## src/rtl/mlp_pkg.sv

```systemverilog
// mlp_pkg: shared FSM state type, default layer sizes and width helper for the MLP sequencer
package mlp_pkg;

    typedef enum logic [2:0] {IDLE, CLEAR, MAC, WRITE, DONE} state_e;

    function automatic int clog2(input int n);
        return (n <= 2) ? 1 : $clog2(n);
    endfunction

    // Reset-time neuron count per layer; layers beyond the fourth default to 1
    function automatic int default_count(input int i);
        return (i == 0) ? 4 : (i == 1 || i == 2) ? 2 : 1;
    endfunction

endpackage

```

## src/rtl/mlp_sequencer_if.sv

```systemverilog
// mlp_sequencer_if: configuration/control inputs and MAC datapath strobes of the sequencer
interface mlp_sequencer_if #(
    parameter int LAYER_W  = 2,
    parameter int NEURON_W = 8,
    parameter int WADDR_W  = 16
);
    logic                        cfg_we;
    logic [LAYER_W-1:0]          cfg_layer;
    logic [NEURON_W-1:0]         cfg_count;
    logic                        start;
    logic                        abort;
    logic [LAYER_W+NEURON_W-1:0] in_neuron_addr;
    logic [LAYER_W+NEURON_W-1:0] out_neuron_addr;
    logic [WADDR_W-1:0]          weight_addr;
    logic                        mac_clear;
    logic                        mac_en;
    logic                        write_neuron;
    logic                        relu_en;
    logic                        busy;
    logic                        done;
    logic                        cfg_err;

    modport master (
        output cfg_we, cfg_layer, cfg_count, start, abort,
        input  in_neuron_addr, out_neuron_addr, weight_addr, mac_clear, mac_en,
               write_neuron, relu_en, busy, done, cfg_err
    );

    modport slave (
        input  cfg_we, cfg_layer, cfg_count, start, abort,
        output in_neuron_addr, out_neuron_addr, weight_addr, mac_clear, mac_en,
               write_neuron, relu_en, busy, done, cfg_err
    );
endinterface

```

## src/rtl/mlp_layer_table.sv

```systemverilog
// mlp_layer_table: per-layer neuron-count register file, one write port and two read ports
module mlp_layer_table
    import mlp_pkg::*;
#(
    parameter int LAYERS   = 4,
    parameter int NEURON_W = 8,
    parameter int LAYER_W  = 2
) (
    input  logic                clk,
    input  logic                reset,
    input  logic                we,
    input  logic [LAYER_W-1:0]  wsel,
    input  logic [NEURON_W-1:0] wdata,
    input  logic [LAYER_W-1:0]  rsel_a,
    input  logic [LAYER_W-1:0]  rsel_b,
    output logic [NEURON_W-1:0] rdata_a,
    output logic [NEURON_W-1:0] rdata_b,
    output logic                all_nonzero
);
    logic [NEURON_W-1:0] cnt_q [LAYERS];
    logic [NEURON_W-1:0] cnt_d [LAYERS];

    always_comb begin
        cnt_d = cnt_q;
        if (we && 32'(wsel) < LAYERS) cnt_d[wsel] = wdata;
    end

    always_comb begin
        all_nonzero = 1'b1;
        for (int i = 0; i < LAYERS; i++) if (cnt_q[i] == '0) all_nonzero = 1'b0;
    end

    always_ff @(posedge clk) begin
        if (reset) for (int i = 0; i < LAYERS; i++) cnt_q[i] <= NEURON_W'(default_count(i));
        else cnt_q <= cnt_d;
    end

    assign rdata_a = cnt_q[rsel_a];
    assign rdata_b = cnt_q[rsel_b];
endmodule

```

## src/rtl/mlp_sequencer.sv

```systemverilog
// mlp_sequencer: walks every layer/neuron/input of an MLP forward pass, driving MAC
// strobes and neuron/weight addresses from registered state only
module mlp_sequencer
    import mlp_pkg::*;
#(
    parameter int  LAYERS   = 4,
    parameter int  NEURON_W = 8,
    parameter int  WADDR_W  = 16,
    localparam int LAYER_W  = clog2(LAYERS)
) (
    input logic            clk,
    input logic            reset,
    mlp_sequencer_if.slave bus
);
    localparam logic [LAYER_W-1:0] LAST = LAYER_W'(LAYERS - 2);

    state_e                      state_q, state_d;
    logic [LAYER_W-1:0]          layer_q, layer_d;
    logic [NEURON_W-1:0]         neuron_q, neuron_d, j_q, j_d, cnt_cur, cnt_nxt;
    logic [WADDR_W-1:0]          waddr_q, waddr_d;
    logic [LAYER_W+NEURON_W-1:0] in_addr_q, in_addr_d, out_addr_q, out_addr_d;
    logic mac_clear_q, mac_clear_d, mac_en_q, mac_en_d, write_q, write_d;
    logic relu_q, relu_d, busy_q, busy_d, done_q, done_d, cfg_err_q, cfg_err_d;
    logic table_ok;

    mlp_layer_table #(.LAYERS(LAYERS), .NEURON_W(NEURON_W), .LAYER_W(LAYER_W)) u_table (
        .clk         (clk),
        .reset       (reset),
        .we          (bus.cfg_we && state_q == IDLE),
        .wsel        (bus.cfg_layer),
        .wdata       (bus.cfg_count),
        .rsel_a      (layer_q),
        .rsel_b      (layer_q + 1'b1),
        .rdata_a     (cnt_cur),
        .rdata_b     (cnt_nxt),
        .all_nonzero (table_ok)
    );

    always_comb begin
        state_d   = state_q;
        layer_d   = layer_q;
        neuron_d  = neuron_q;
        j_d       = j_q;
        waddr_d   = waddr_q;
        cfg_err_d = 1'b0;
        if (bus.abort) state_d = IDLE;
        else case (state_q)
            IDLE: begin
                cfg_err_d = bus.start && !table_ok;
                if (bus.start && table_ok) begin
                    state_d  = CLEAR;
                    layer_d  = '0;
                    neuron_d = '0;
                    j_d      = '0;
                    waddr_d  = '0;
                end
            end
            CLEAR: state_d = MAC;
            MAC: begin
                j_d     = j_q + 1'b1;
                waddr_d = waddr_q + 1'b1;
                if (j_q == cnt_cur - 1'b1) state_d = WRITE;
            end
            WRITE: begin
                j_d = '0;
                if (neuron_q < cnt_nxt - 1'b1) begin
                    neuron_d = neuron_q + 1'b1;
                    state_d  = CLEAR;
                end else if (layer_q != LAST) begin
                    layer_d  = layer_q + 1'b1;
                    neuron_d = '0;
                    state_d  = CLEAR;
                end else state_d = DONE;
            end
            default: state_d = IDLE;
        endcase
        // Outputs are decoded from the next state so they register in step with it
        busy_d      = state_d inside {CLEAR, MAC, WRITE};
        mac_clear_d = state_d == CLEAR;
        mac_en_d    = state_d == MAC;
        write_d     = state_d == WRITE;
        relu_d      = write_d && layer_d != LAST;
        done_d      = state_d == DONE;
        in_addr_d   = busy_d ? {layer_d, j_d} : '0;
        out_addr_d  = busy_d ? {layer_d + 1'b1, neuron_d} : '0;
    end

    always_ff @(posedge clk) begin
        if (reset) begin
            state_q     <= IDLE;
            layer_q     <= '0;
            neuron_q    <= '0;
            j_q         <= '0;
            waddr_q     <= '0;
            in_addr_q   <= '0;
            out_addr_q  <= '0;
            mac_clear_q <= 1'b0;
            mac_en_q    <= 1'b0;
            write_q     <= 1'b0;
            relu_q      <= 1'b0;
            busy_q      <= 1'b0;
            done_q      <= 1'b0;
            cfg_err_q   <= 1'b0;
        end else begin
            state_q     <= state_d;
            layer_q     <= layer_d;
            neuron_q    <= neuron_d;
            j_q         <= j_d;
            waddr_q     <= waddr_d;
            in_addr_q   <= in_addr_d;
            out_addr_q  <= out_addr_d;
            mac_clear_q <= mac_clear_d;
            mac_en_q    <= mac_en_d;
            write_q     <= write_d;
            relu_q      <= relu_d;
            busy_q      <= busy_d;
            done_q      <= done_d;
            cfg_err_q   <= cfg_err_d;
        end
    end

    assign bus.in_neuron_addr  = in_addr_q;
    assign bus.out_neuron_addr = out_addr_q;
    assign bus.weight_addr     = waddr_q;
    assign bus.mac_clear       = mac_clear_q;
    assign bus.mac_en          = mac_en_q;
    assign bus.write_neuron    = write_q;
    assign bus.relu_en         = relu_q;
    assign bus.busy            = busy_q;
    assign bus.done            = done_q;
    assign bus.cfg_err         = cfg_err_q;
endmodule

```

## src/flat_wrapper.sv

```systemverilog
// flat-port wrapper written by rule: the top's interface ports become plain ports
module mlp_sequencer_flat import mlp_pkg::*;
#(
    parameter int  LAYERS   = 4,
    parameter int  NEURON_W = 8,
    parameter int  WADDR_W  = 16,
    localparam int LAYER_W  = clog2(LAYERS)
)
  (clk, reset, bus_cfg_we, bus_cfg_layer, bus_cfg_count, bus_start, bus_abort, bus_in_neuron_addr, bus_out_neuron_addr, bus_weight_addr, bus_mac_clear, bus_mac_en, bus_write_neuron, bus_relu_en, bus_busy, bus_done, bus_cfg_err);
  mlp_sequencer_if #(.LAYER_W(2), .NEURON_W(NEURON_W), .WADDR_W(WADDR_W)) bus_i ();
  input logic clk;
  input logic reset;
  input wire logic [$bits(bus_i.cfg_we)-1:0] bus_cfg_we;
  input wire logic [$bits(bus_i.cfg_layer)-1:0] bus_cfg_layer;
  input wire logic [$bits(bus_i.cfg_count)-1:0] bus_cfg_count;
  input wire logic [$bits(bus_i.start)-1:0] bus_start;
  input wire logic [$bits(bus_i.abort)-1:0] bus_abort;
  output wire logic [$bits(bus_i.in_neuron_addr)-1:0] bus_in_neuron_addr;
  output wire logic [$bits(bus_i.out_neuron_addr)-1:0] bus_out_neuron_addr;
  output wire logic [$bits(bus_i.weight_addr)-1:0] bus_weight_addr;
  output wire logic [$bits(bus_i.mac_clear)-1:0] bus_mac_clear;
  output wire logic [$bits(bus_i.mac_en)-1:0] bus_mac_en;
  output wire logic [$bits(bus_i.write_neuron)-1:0] bus_write_neuron;
  output wire logic [$bits(bus_i.relu_en)-1:0] bus_relu_en;
  output wire logic [$bits(bus_i.busy)-1:0] bus_busy;
  output wire logic [$bits(bus_i.done)-1:0] bus_done;
  output wire logic [$bits(bus_i.cfg_err)-1:0] bus_cfg_err;
  assign bus_i.cfg_we = bus_cfg_we;
  assign bus_i.cfg_layer = bus_cfg_layer;
  assign bus_i.cfg_count = bus_cfg_count;
  assign bus_i.start = bus_start;
  assign bus_i.abort = bus_abort;
  assign bus_in_neuron_addr = bus_i.in_neuron_addr;
  assign bus_out_neuron_addr = bus_i.out_neuron_addr;
  assign bus_weight_addr = bus_i.weight_addr;
  assign bus_mac_clear = bus_i.mac_clear;
  assign bus_mac_en = bus_i.mac_en;
  assign bus_write_neuron = bus_i.write_neuron;
  assign bus_relu_en = bus_i.relu_en;
  assign bus_busy = bus_i.busy;
  assign bus_done = bus_i.done;
  assign bus_cfg_err = bus_i.cfg_err;
  mlp_sequencer #(.LAYERS(LAYERS), .NEURON_W(NEURON_W), .WADDR_W(WADDR_W)) u_core (.clk(clk), .reset(reset), .bus(bus_i));
endmodule
```

## config.mk

```make
export PLATFORM = sky130hd
export DESIGN_NAME = mlp_sequencer_flat
export DESIGN_NICKNAME = d
export VERILOG_FILES = /design/src/rtl/mlp_pkg.sv /design/src/rtl/mlp_sequencer_if.sv /design/src/rtl/mlp_layer_table.sv /design/src/rtl/mlp_sequencer.sv /design/src/flat_wrapper.sv
export SDC_FILE = /design/constraint.sdc
export NUM_CORES = 1
export LEC_CHECK = 0
export ABC_AREA = 1
export CELL_PAD_IN_SITES_DETAIL_PLACEMENT = 1
export CELL_PAD_IN_SITES_GLOBAL_PLACEMENT = 1
export CORE_UTILIZATION = 43
export DETAILED_ROUTE_END_ITERATION = 16
export PLACE_DENSITY = 0.93
export SKIP_LAST_GASP = 1
export SYNTH_ARGS = -nofsm -noshare
export SYNTH_HDL_FRONTEND = slang
export SYNTH_HIERARCHICAL = 1
export SYNTH_SLANG_ARGS = --single-unit
export TNS_END_PERCENT = 1
```

## constraint.sdc

```tcl
create_clock -name clk -period 7.3 [get_ports clk]
set_clock_uncertainty 0.05 [all_clocks]
set_input_delay 1.46 -clock clk [delete_from_list [all_inputs] [get_ports clk]]
set_output_delay 1.46 -clock clk [all_outputs]
set_load 0.01 [all_outputs]
```

Word-level counts from Yosys, hierarchy flattened
Cells that the tools add are included.

Register bits: 96. Bits of input ports: 15. Logic and storage cells: 97.

Add/sub/neg operators: 7. Order comparisons: 5. Equality and inequality tests: 11. Multiplexer cells: 34. Bitwise operators: 6. Reduce and logical (&&, ||, !) cells: 16.

Operators with widths (number): $mux 8 (11); $bmux 8 s2 (2); $bwmux 32 (1); $logic_not 8->1 (4); $pmux 16 s2 (1); $pmux 8 s3 (1); $add 16x1->16 const B (1); $add 8x1->8 const B (2); $demux 8 s2 (1); $mux 16 (1); $pmux 8 s2 (1); $sub 8x1->8 const B (2); $mux 3 (5); $eq 3x2->1 const B (4); $pmux 3 s4 (1); $ge 3x3->1 const B (3); $not 2->3 (3); $eq 8x8->1 (1); $lt 8x8->1 (1); $mux 2 (4); $eq 3x1->1 const B (2); $ne 2x2->1 const B (3); $logic_and 1x1->1 (5); $add 2x1->2 const B (2); 12 further kinds (17).

Longest topological paths before layout
Gate-level depths: netlist (run 1).

Depth in word-level cells: 14. Mapped depth: 25.

Cells and area by module
The synthesis (run 1) kept the hierarchy.

Modules (own cells, without submodules): mlp_sequencer (times used 1, cells an instance 466, area an instance 3281.9 um2); mlp_layer_table (times used 1, cells an instance 283, area an instance 1762.9 um2).

Least setup slack after synthesis (run 1)
No wires, ideal clock.

Kind: flip-flop to flip-flop. Start point: register u_core.layer_q[0]. End point: register u_core.out_addr_q[9] (netlist: u_core/bus.out_neuron_addr[9]). Setup time: 0.064 ns. Data arrival time: 3.602 ns. Data required time: 7.186 ns. Path slack: 3.584 ns. Cell stages (with the launch flop): 23. Clock period less this slack: 3.716 ns. Cell sequence: dfxtp_1 inv_1 ha_1 clkbuf_1 buf_2 a21oi_1 o21ai_0 nand2_1 inv_1 nand2_1 or3_1 nor3_1 xnor2_1 ha_1 nand2_1 o21a_1 nand2_1 buf_2 nand2_1 o21ai_2 inv_1 ha_1 nor2_1.

Cells in the longest elaborated chain, start to end: 14. Elaborated cells between the ends (all ways): 31. Those cells by class: add/sub: 4; order compare: 1; eq/ne: 5; mux: 16; bitwise: 3; reduce/logical: 2.

RTL lines: from (decl) (RTL line mlp_sequencer.sv:18) `logic [LAYER_W-1:0] layer_q, layer_d;`; from (signal assigned) (RTL line mlp_sequencer.sv:106) `layer_q <= layer_d;`; $add 2x1->2 * (RTL line mlp_sequencer.sv:33) `.rsel_b (layer_q + 1'b1),`; $not 2->3 (implied by the code) * (RTL line mlp_layer_table.sv:39) `assign rdata_b = cnt_q[rsel_b];`; $bmux 8 s2 * (RTL line mlp_layer_table.sv:39); $mux 8 (implied by the code) * (2 in series) (RTL line mlp_layer_table.sv:39); named net u_core.cnt_nxt[0] (RTL line mlp_sequencer.sv:19) `logic [NEURON_W-1:0] neuron_q, neuron_d, j_q, j_d, cnt_cur, cnt_nxt;`; $sub 8x1->8 * (RTL line mlp_sequencer.sv:66) `if (neuron_q < cnt_nxt - 1'b1) begin`; $lt 8x8->1 * (RTL line mlp_sequencer.sv:66); $mux 3 (RTL line mlp_sequencer.sv:66); $pmux 3 s4 (RTL line mlp_sequencer.sv:47) `else case (state_q)`; $mux 3 (RTL line mlp_sequencer.sv:46) `if (bus.abort) state_d = IDLE;`; $eq 3x1->1 or $eq 3x2->1 (tied branches) (RTL line mlp_sequencer.sv:78) `busy_d = state_d inside {CLEAR, MAC, WRITE};`; $reduce_bool 3->1 (RTL line mlp_sequencer.sv:78); $not 1->1 (no source line); $reduce_or 2->1 (no source line); to (signal assigned) (RTL line mlp_sequencer.sv:111) `out_addr_q <= out_addr_d;`; to (decl) (RTL line mlp_sequencer.sv:21) `logic [LAYER_W+NEURON_W-1:0] in_addr_q, in_addr_d, out_addr_q, out_addr_d;`.

The timed path passes the listed nets; every way through them passes the cells marked *. The select of a mux whose other input is x is not followed. A chain may end at the register's enable or synchronous reset.

Worst setup path in the final report (run 1)
Ends and elaborated chain as after synthesis.

==> results.sh, run 1 <==
export IMPL_syn_avg_cell_area_um2=6.74
export IMPL_grt_pass1_wl_mm=24.6
export IMPL_floorplan_initialDensity_pct=44.2
export IMPL_fin_crit_ps=4700
export IMPL_rows=39
export IMPL_dieArea_mm2=0.0122
export IMPL_yosys_most_used_dff="dfxtp_1"
export IMPL_leakage_nw=2.50
export IMPL_fin_util_pct=52.2
export IMPL_arrival_ps=4920
export IMPL_drc=0
export IMPL_dp_hpwl_mm=11.2
export IMPL_pin_count=58
export IMPL_nets=826
export IMPL_ant_nets=0
export IMPL_fin_setup_tns_ps=0
export IMPL_grt_max_degree=35
export IMPL_grt_setup_unrepaired="false"
export IMPL_post_route_cells_drive_above_1_share_pct=5.99
export IMPL_highest_layer="met4"
export IMPL_die_h_um=110
export IMPL_startpoint_type="flip-flop"
export IMPL_drtIter0Drc=317
export IMPL_syn_area_mm2=0.00504
export IMPL_avgRoutedWirePerCell_um=16.1
export IMPL_numCtsBuffers=9
export IMPL_fillers=1525
export IMPL_io_buffers=57
export IMPL_core_mm2=0.0114
export IMPL_crit_type="reg -> reg"
export IMPL_ys_warn_count=6
export IMPL_routabilityCongestion=0.850
export IMPL_synth_edf_count=0
export IMPL_worst_pin_slew_ps=822
export IMPL_clkLatencyLatePin_ps=360
export IMPL_synth_most_common_cell="nand2_1"
export IMPL_place_inst=928
export IMPL_vias=5037
export IMPL_path_clk_slew_ps=70
export IMPL_fmax_mhz=213
export IMPL_diodes=0
export IMPL_place_ws_ps=2640
export IMPL_synthArstFlopShare_pct=0
export IMPL_syn_nets=779
export IMPL_dr_pass1_iters=4
export IMPL_vias_per_cell=5.34
export IMPL_cts_tree="done"
export IMPL_endpoint_kind="flip-flop"
export IMPL_total_power_mw=1.11
export IMPL_ys_seq_elements=96
export IMPL_slew_limit_headroom_pct=45.1
export IMPL_regArea_mm2=0.00192
export IMPL_synthToLayoutAreaGrowth_pct=18.1
export IMPL_syn_inst=749
export IMPL_clockBufferDepth=2
export IMPL_htreeDepth=3
export IMPL_vdd_drop_max_mv=0.119
export IMPL_wl_mm=15.2
export IMPL_clkSinkCount=96
export IMPL_synth_top_cell_area_share_pct=38.1
export IMPL_multi_input_area_mm2=0.00261
export IMPL_setup_violations=0
export IMPL_hold_viol=0
export IMPL_cts_resized=0
export IMPL_worstPathRequired_ps=7530
export IMPL_cp_max_fo=34
export IMPL_finalWorstSetupSlack_ps=2600
export IMPL_synth_top_area_cell="dfxtp_1"
export IMPL_ys_seq_area_share_pct=38.1
export IMPL_outcome="complete, no violations"
export IMPL_ys_top_cells_by_count="nand2_1, nor2_1, inv_1"
export IMPL_route_layer_met1_wl_mm=6.48
export IMPL_grt_pass1_vias=5159
export IMPL_fin_cells=944
export IMPL_cap_violations=0
export IMPL_period_share_pct=64.4
export IMPL_synthTopCellsByArea="dfxtp_1, nand2_1, nor2_1, o21ai_0, inv_1"
export IMPL_die_w_um=110
export IMPL_slew_viol_final=0
export IMPL_powerDensity_mw_per_mm2=186
export IMPL_cts_setup_buffers=0
export IMPL_met2_length_mm=7.60
export IMPL_grtUsageTotal_pct=26.4
export IMPL_met3_wirelength_um=594
export IMPL_clock_root_buffer="clkbuf_16"
export IMPL_antenna_found_initial=0
export IMPL_ctsHoldBuffers=0
export IMPL_synth_distinct_cells=37
export IMPL_grt_overflow=0
export IMPL_hold_class="reg -> reg"
## critical path, stage by stage (launching register included)
cell and delay (ps):
dfxtp_1 310, inv_1 600, ha_1 570, a21oi_1 70, o21ai_0 100, nand2_1 130
nor2_1 140, nand2_1 80, or3_1 340, nor3_1 200, xnor2_1 150, ha_1 260
a21oi_1 150, o21a_1 130, nand2_1 250, nor2_1 220, inv_1 100, nand2_1 80
nand2_1 60, o21ai_2 70, inv_1 90, ha_1 300, nor2_1 130
## placed cells by master (no fill, tap or decap), types with 9 or more instances in the layout
| cell type | count |
|---|---|
| a21oi_1 | 54 |
| clkbuf_16 | 9 |
| clkdlybuf4s50_1 | 57 |
| dfxtp_1 | 96 |
| ha_1 | 15 |
| inv_1 | 99 |
| nand2_1 | 154 |
| nand3_1 | 21 |
| nor2_1 | 114 |
| nor3_1 | 13 |
| o21ai_0 | 85 |
## through the flow
stage               area, µm²  hold WS [ps]
floorplan                5040           379
global placement         5690           396
detailed placement       5690           405
CTS                      5960           461
global route             5960           480
finish                   5960           454
## report_power, final
part           total, mW  switching [mW]  internal [mW]
Combinational      0.126          0.0838         0.0419
Sequential         0.545         0.00980          0.535
Clock              0.440           0.200          0.240
Total               1.11           0.294          0.817
## metal layers
layer / vias to the layer above / global-route usage (%)
li1: 2473 / -
met1: 2406 / 30.8
met2: 124 / 46.5
met3: 34 / 3.88
met4: 0 / 14.1
met5: - / 0
## registers in the layout (all words and copies together), names as in the netlist
signal	count
u_core/bus.cfg_err	1
u_core/bus.done	1
u_core/u_table/cnt_q	32
u_core/bus.write_neuron	1
u_core/bus.weight_addr	16
u_core/bus.in_neuron_addr	10
u_core/bus.mac_en	1
u_core/layer_q	2
u_core/bus.out_neuron_addr	10
u_core/state_q	3
u_core/j_q	8
u_core/bus.relu_en	1
u_core/bus.mac_clear	1
u_core/neuron_q	8
u_core/bus.busy	1
## cell type report
class | count | share of cell area (%)
Tap cell | 143 | 3.00
Multi-Input combinational cell | 525 | 43.8
Timing Repair Buffer | 59 | 9.83
Clock inverter | 3 | 0.294
Inverter | 105 | 6.61
Clock buffer | 13 | 4.20
Sequential cell | 96 | 32.3
## logic make-up (layout without fill, tap and decap cells)
| group | count (synthesis) | count (layout) | synth area share [%] |
|---|---|---|---|
| AND/OR/NAND/NOR | 339 | 339 | 29.0 |
| AO/OA/AOI/OAI | 157 | 157 | 16.3 |
| buffers and inverters | 128 | 180 | 10.2 |
| flip-flops | 96 | 96 | 38.1 |
| adder cells (fa/ha/maj) | 15 | 15 | 3.72 |
| XOR/XNOR | 14 | 14 | 2.70 |
## worst paths after layout
check / start / to / slack (ps) / cells past startpoint
worst min register to register: u_core/bus.weight_addr[7] / u_core/bus.weight_addr[7] / 450 / 1
worst min-delay path: u_core/bus.weight_addr[7] / u_core/bus.weight_addr[7] / 450 / 1
worst max-delay path: u_core/layer_q[0] / u_core/bus.out_neuron_addr[9] / 2600 / 22
worst max register to register: u_core/layer_q[0] / u_core/bus.out_neuron_addr[9] / 2600 / 22
No activity file was read; power rests on OpenSTA's default activity.
==> run 2, diff against run 1 <==
--- a/config.mk
+++ b/config.mk
@@ -8,9 +8,9 @@
 export ABC_AREA = 1
 export CELL_PAD_IN_SITES_DETAIL_PLACEMENT = 1
 export CELL_PAD_IN_SITES_GLOBAL_PLACEMENT = 1
-export CORE_UTILIZATION = 43
+export CORE_UTILIZATION = 40
 export DETAILED_ROUTE_END_ITERATION = 16
-export PLACE_DENSITY = 0.93
+export PLACE_DENSITY = 0.88
 export SKIP_LAST_GASP = 1
 export SYNTH_ARGS = -nofsm -noshare
 export SYNTH_HDL_FRONTEND = slang
==> constraint.sdc (replaced) <==
create_clock -name clk -period 4.6 [get_ports clk]
set_clock_uncertainty 0.05 [all_clocks]
set_input_delay 0.92 -clock clk [delete_from_list [all_inputs] [get_ports clk]]
set_output_delay 0.92 -clock clk [all_outputs]
set_load 0.01 [all_outputs]
==> run 2 against run 1 <==
Effect of this change:
- cell area grew 1.4%
- via count shrank 2.2%
- combinational power rose by 58%
- core utilization fell by 2.5 points
- non-clock buffer count rose by 2
- sequential power grew 59%
- critical path type unchanged
- critical endpoint is now u_core/bus.in_neuron_addr[4]
- highest routed layer unchanged
==> results.sh, run 2 (synthesized netlist as in run 1, its figures left out) <==
export IMPL_outcome="complete, no violations"
export IMPL_arrival_ps=4300
export IMPL_htreeDepth=3
export IMPL_core_mm2=0.0122
export IMPL_crit_type="reg -> reg"
export IMPL_use_met3_pct=5.35
export IMPL_fillers=1594
export IMPL_setup_violations=0
export IMPL_post_route_cells_drive_above_1_share_pct=6.72
export IMPL_pin_count=58
export IMPL_fin_setup_tns_ps=0
export IMPL_grt_overflow=0
export IMPL_finalWorstSetupSlack_ps=466
export IMPL_clkLatencyLatePin_ps=350
export IMPL_grt_setup_unrepaired="false"
export IMPL_synthToLayoutAreaGrowth_pct=19.8
export IMPL_cts_tree="done"
export IMPL_slew_viol_final=0
export IMPL_slowest_stage="ha_2"
export IMPL_period_share_pct=89.9
export IMPL_fmax_mhz=242
export IMPL_worst_pin_slew_ps=751
export IMPL_crit_chain="inv_1 > ha_2 > a21oi_1 > o21ai_0 > nand2_1 > nor2_1 > nand2_1 > or3_1 > nor3_1 > xnor2_1 > ha_1 > nand2_1 > o21a_1 > nand2_1 > nand2_1 > nand2_1 > nand3_2 > nand2_2 > nand2_2 > nand2_2 > nor2_1"
export IMPL_rows=40
export IMPL_endpoint_kind="flip-flop"
export IMPL_fin_crit_ps=4130
export IMPL_worstPathRequired_ps=4770
export IMPL_diodes=0
export IMPL_drc=0
export IMPL_grtUsageTotal_pct=24.4
export IMPL_dp_hpwl_mm=11.5
export IMPL_cap_violations=0
export IMPL_startpoint_type="flip-flop"
export IMPL_clock_root_buffer="clkbuf_16"
export IMPL_total_power_mw=1.83
export IMPL_dpl_cell_area_mm2=0.00574
export IMPL_numCtsBuffers=9
export IMPL_grt_pass1_wl_mm=24.9
export IMPL_reg2reg_to="u_core/bus.in_neuron_addr[4]"
export IMPL_drtIter0Drc=173
export IMPL_crit_family="simple AND/OR/NAND/NOR gates"
export IMPL_worstHoldStart="u_core/bus.weight_addr[3]"
export IMPL_final_cell_area_mm2=0.00604
export IMPL_busiest_layer="met2"
export IMPL_floorplan_initialDensity_pct=41.5
export IMPL_vias=4925
export IMPL_grt_pass1_vias=5160
export IMPL_avgRoutedWirePerCell_um=15.3
export IMPL_grt_max_degree=34
export IMPL_hold_class="reg -> reg"
export IMPL_die_h_um=114
export IMPL_cp_max_fo=21
export IMPL_clkSinkCount=96
export IMPL_place_ws_ps=415
export IMPL_final_cell_mix="nand2_1, nor2_1, inv_1"
export IMPL_largest_reg_flops=32
export IMPL_r2r_start="u_core/layer_q[0]"
export IMPL_wl_mm=14.8
export IMPL_dr_pass1_iters=4
export IMPL_use_met1_pct=28.3
export IMPL_fin_util_pct=49.7
export IMPL_leakage_nw=2.52
export IMPL_antenna_found_initial=0
export IMPL_path_clk_slew_ps=70
export IMPL_io_buffers=57
export IMPL_dieArea_mm2=0.0131
export IMPL_vias_per_cell=5.07
export IMPL_cp_num_buf_inv=1
export IMPL_die_w_um=114
export IMPL_clockBufferDepth=2
export IMPL_rr_worst_depth=21
export IMPL_ant_nets=0
export IMPL_use_met2_pct=44.4
export IMPL_ctsHoldBuffers=0
export IMPL_routabilityCongestion=0.877
export IMPL_whs_endpoint="u_core/bus.weight_addr[3]"
export IMPL_vdd_drop_max_mv=0.254
export IMPL_r2r_slack_ps=470
export IMPL_nets=828
export IMPL_slew_limit_headroom_pct=49.9
export IMPL_final_common_cell="nand2_1"
export IMPL_slowest_delay_ps=500
export IMPL_powerDensity_mw_per_mm2=302
export IMPL_regMostFlops="u_core/u_table/cnt_q"
export IMPL_cp_common_cell="nand2_1"
export IMPL_hold_viol=0
export IMPL_whs_path_depth=1
-- run 2: cell types whose count changed in the layout (fill, tap and decap cells not counted) --
cell / delta
buf_4: +2
clkbuf_8: -1
clkinv_2: -2
inv_6: +2
clkinvlp_4: +2
ha_2: +1
clkbuf_1: -3
bufinv_16: +1
clkinv_4: +1
ha_1: -1
-- run 2: area by class of cell --
cell class	instances	area, µm²	area share [%]
clock buffers	9	225	3.73
clock inverters	7	78.8	1.30
inverters	105	394	6.52
multi-input cells	525	2610	43.2
flip-flops and latches	96	1920	31.8
well taps	168	210	3.48
repair buffers	61	601	9.94
-- run 2: routing by layer --
layer  part of all wire [%]  wire length, µm
met1                     45             6720
met3                    2.8              412
met5                      0                0
met4                    1.5              229
met2                     50             7490
-- run 2: repair_timing --
| action | in CTS | in global routing |
|---|---|---|
| resized for setup | 0 | 1 |
| endpoints found under the setup margin | 0 | 6 |
| buffers inserted | 0 | 0 |
-- run 2: stage by stage --
stage	cells	hold slack, ps
CTS	971	453
global placement	955	422
global route	971	485
detailed placement	955	439
finish	971	445
floorplan	749	379
-- run 2: report_power, final --
part / leakage [nW] / switching (mW) / internal (mW)
sequential: 0.778 / 0.0145 / 0.850
clock: 0.139 / 0.337 / 0.426
combinational: 1.61 / 0.132 / 0.0664
-- run 2: worst max-delay path by stage --
stage	from	slack [ps]	endpoint	cells past startpoint
final	u_core/layer_q[0]	470	u_core/bus.in_neuron_addr[4]	21
after global routing	u_core/layer_q[0]	110	u_core/bus.out_neuron_addr[6]	22
after CTS	u_core/layer_q[0]	350	u_core/bus.in_neuron_addr[4]	21
after detailed placement	u_core/layer_q[0]	420	u_core/bus.in_neuron_addr[4]	22
after global placement	u_core/layer_q[0]	700	u_core/bus.out_neuron_addr[9]	22
after floorplan	u_core/layer_q[0]	880	u_core/bus.out_neuron_addr[9]	22
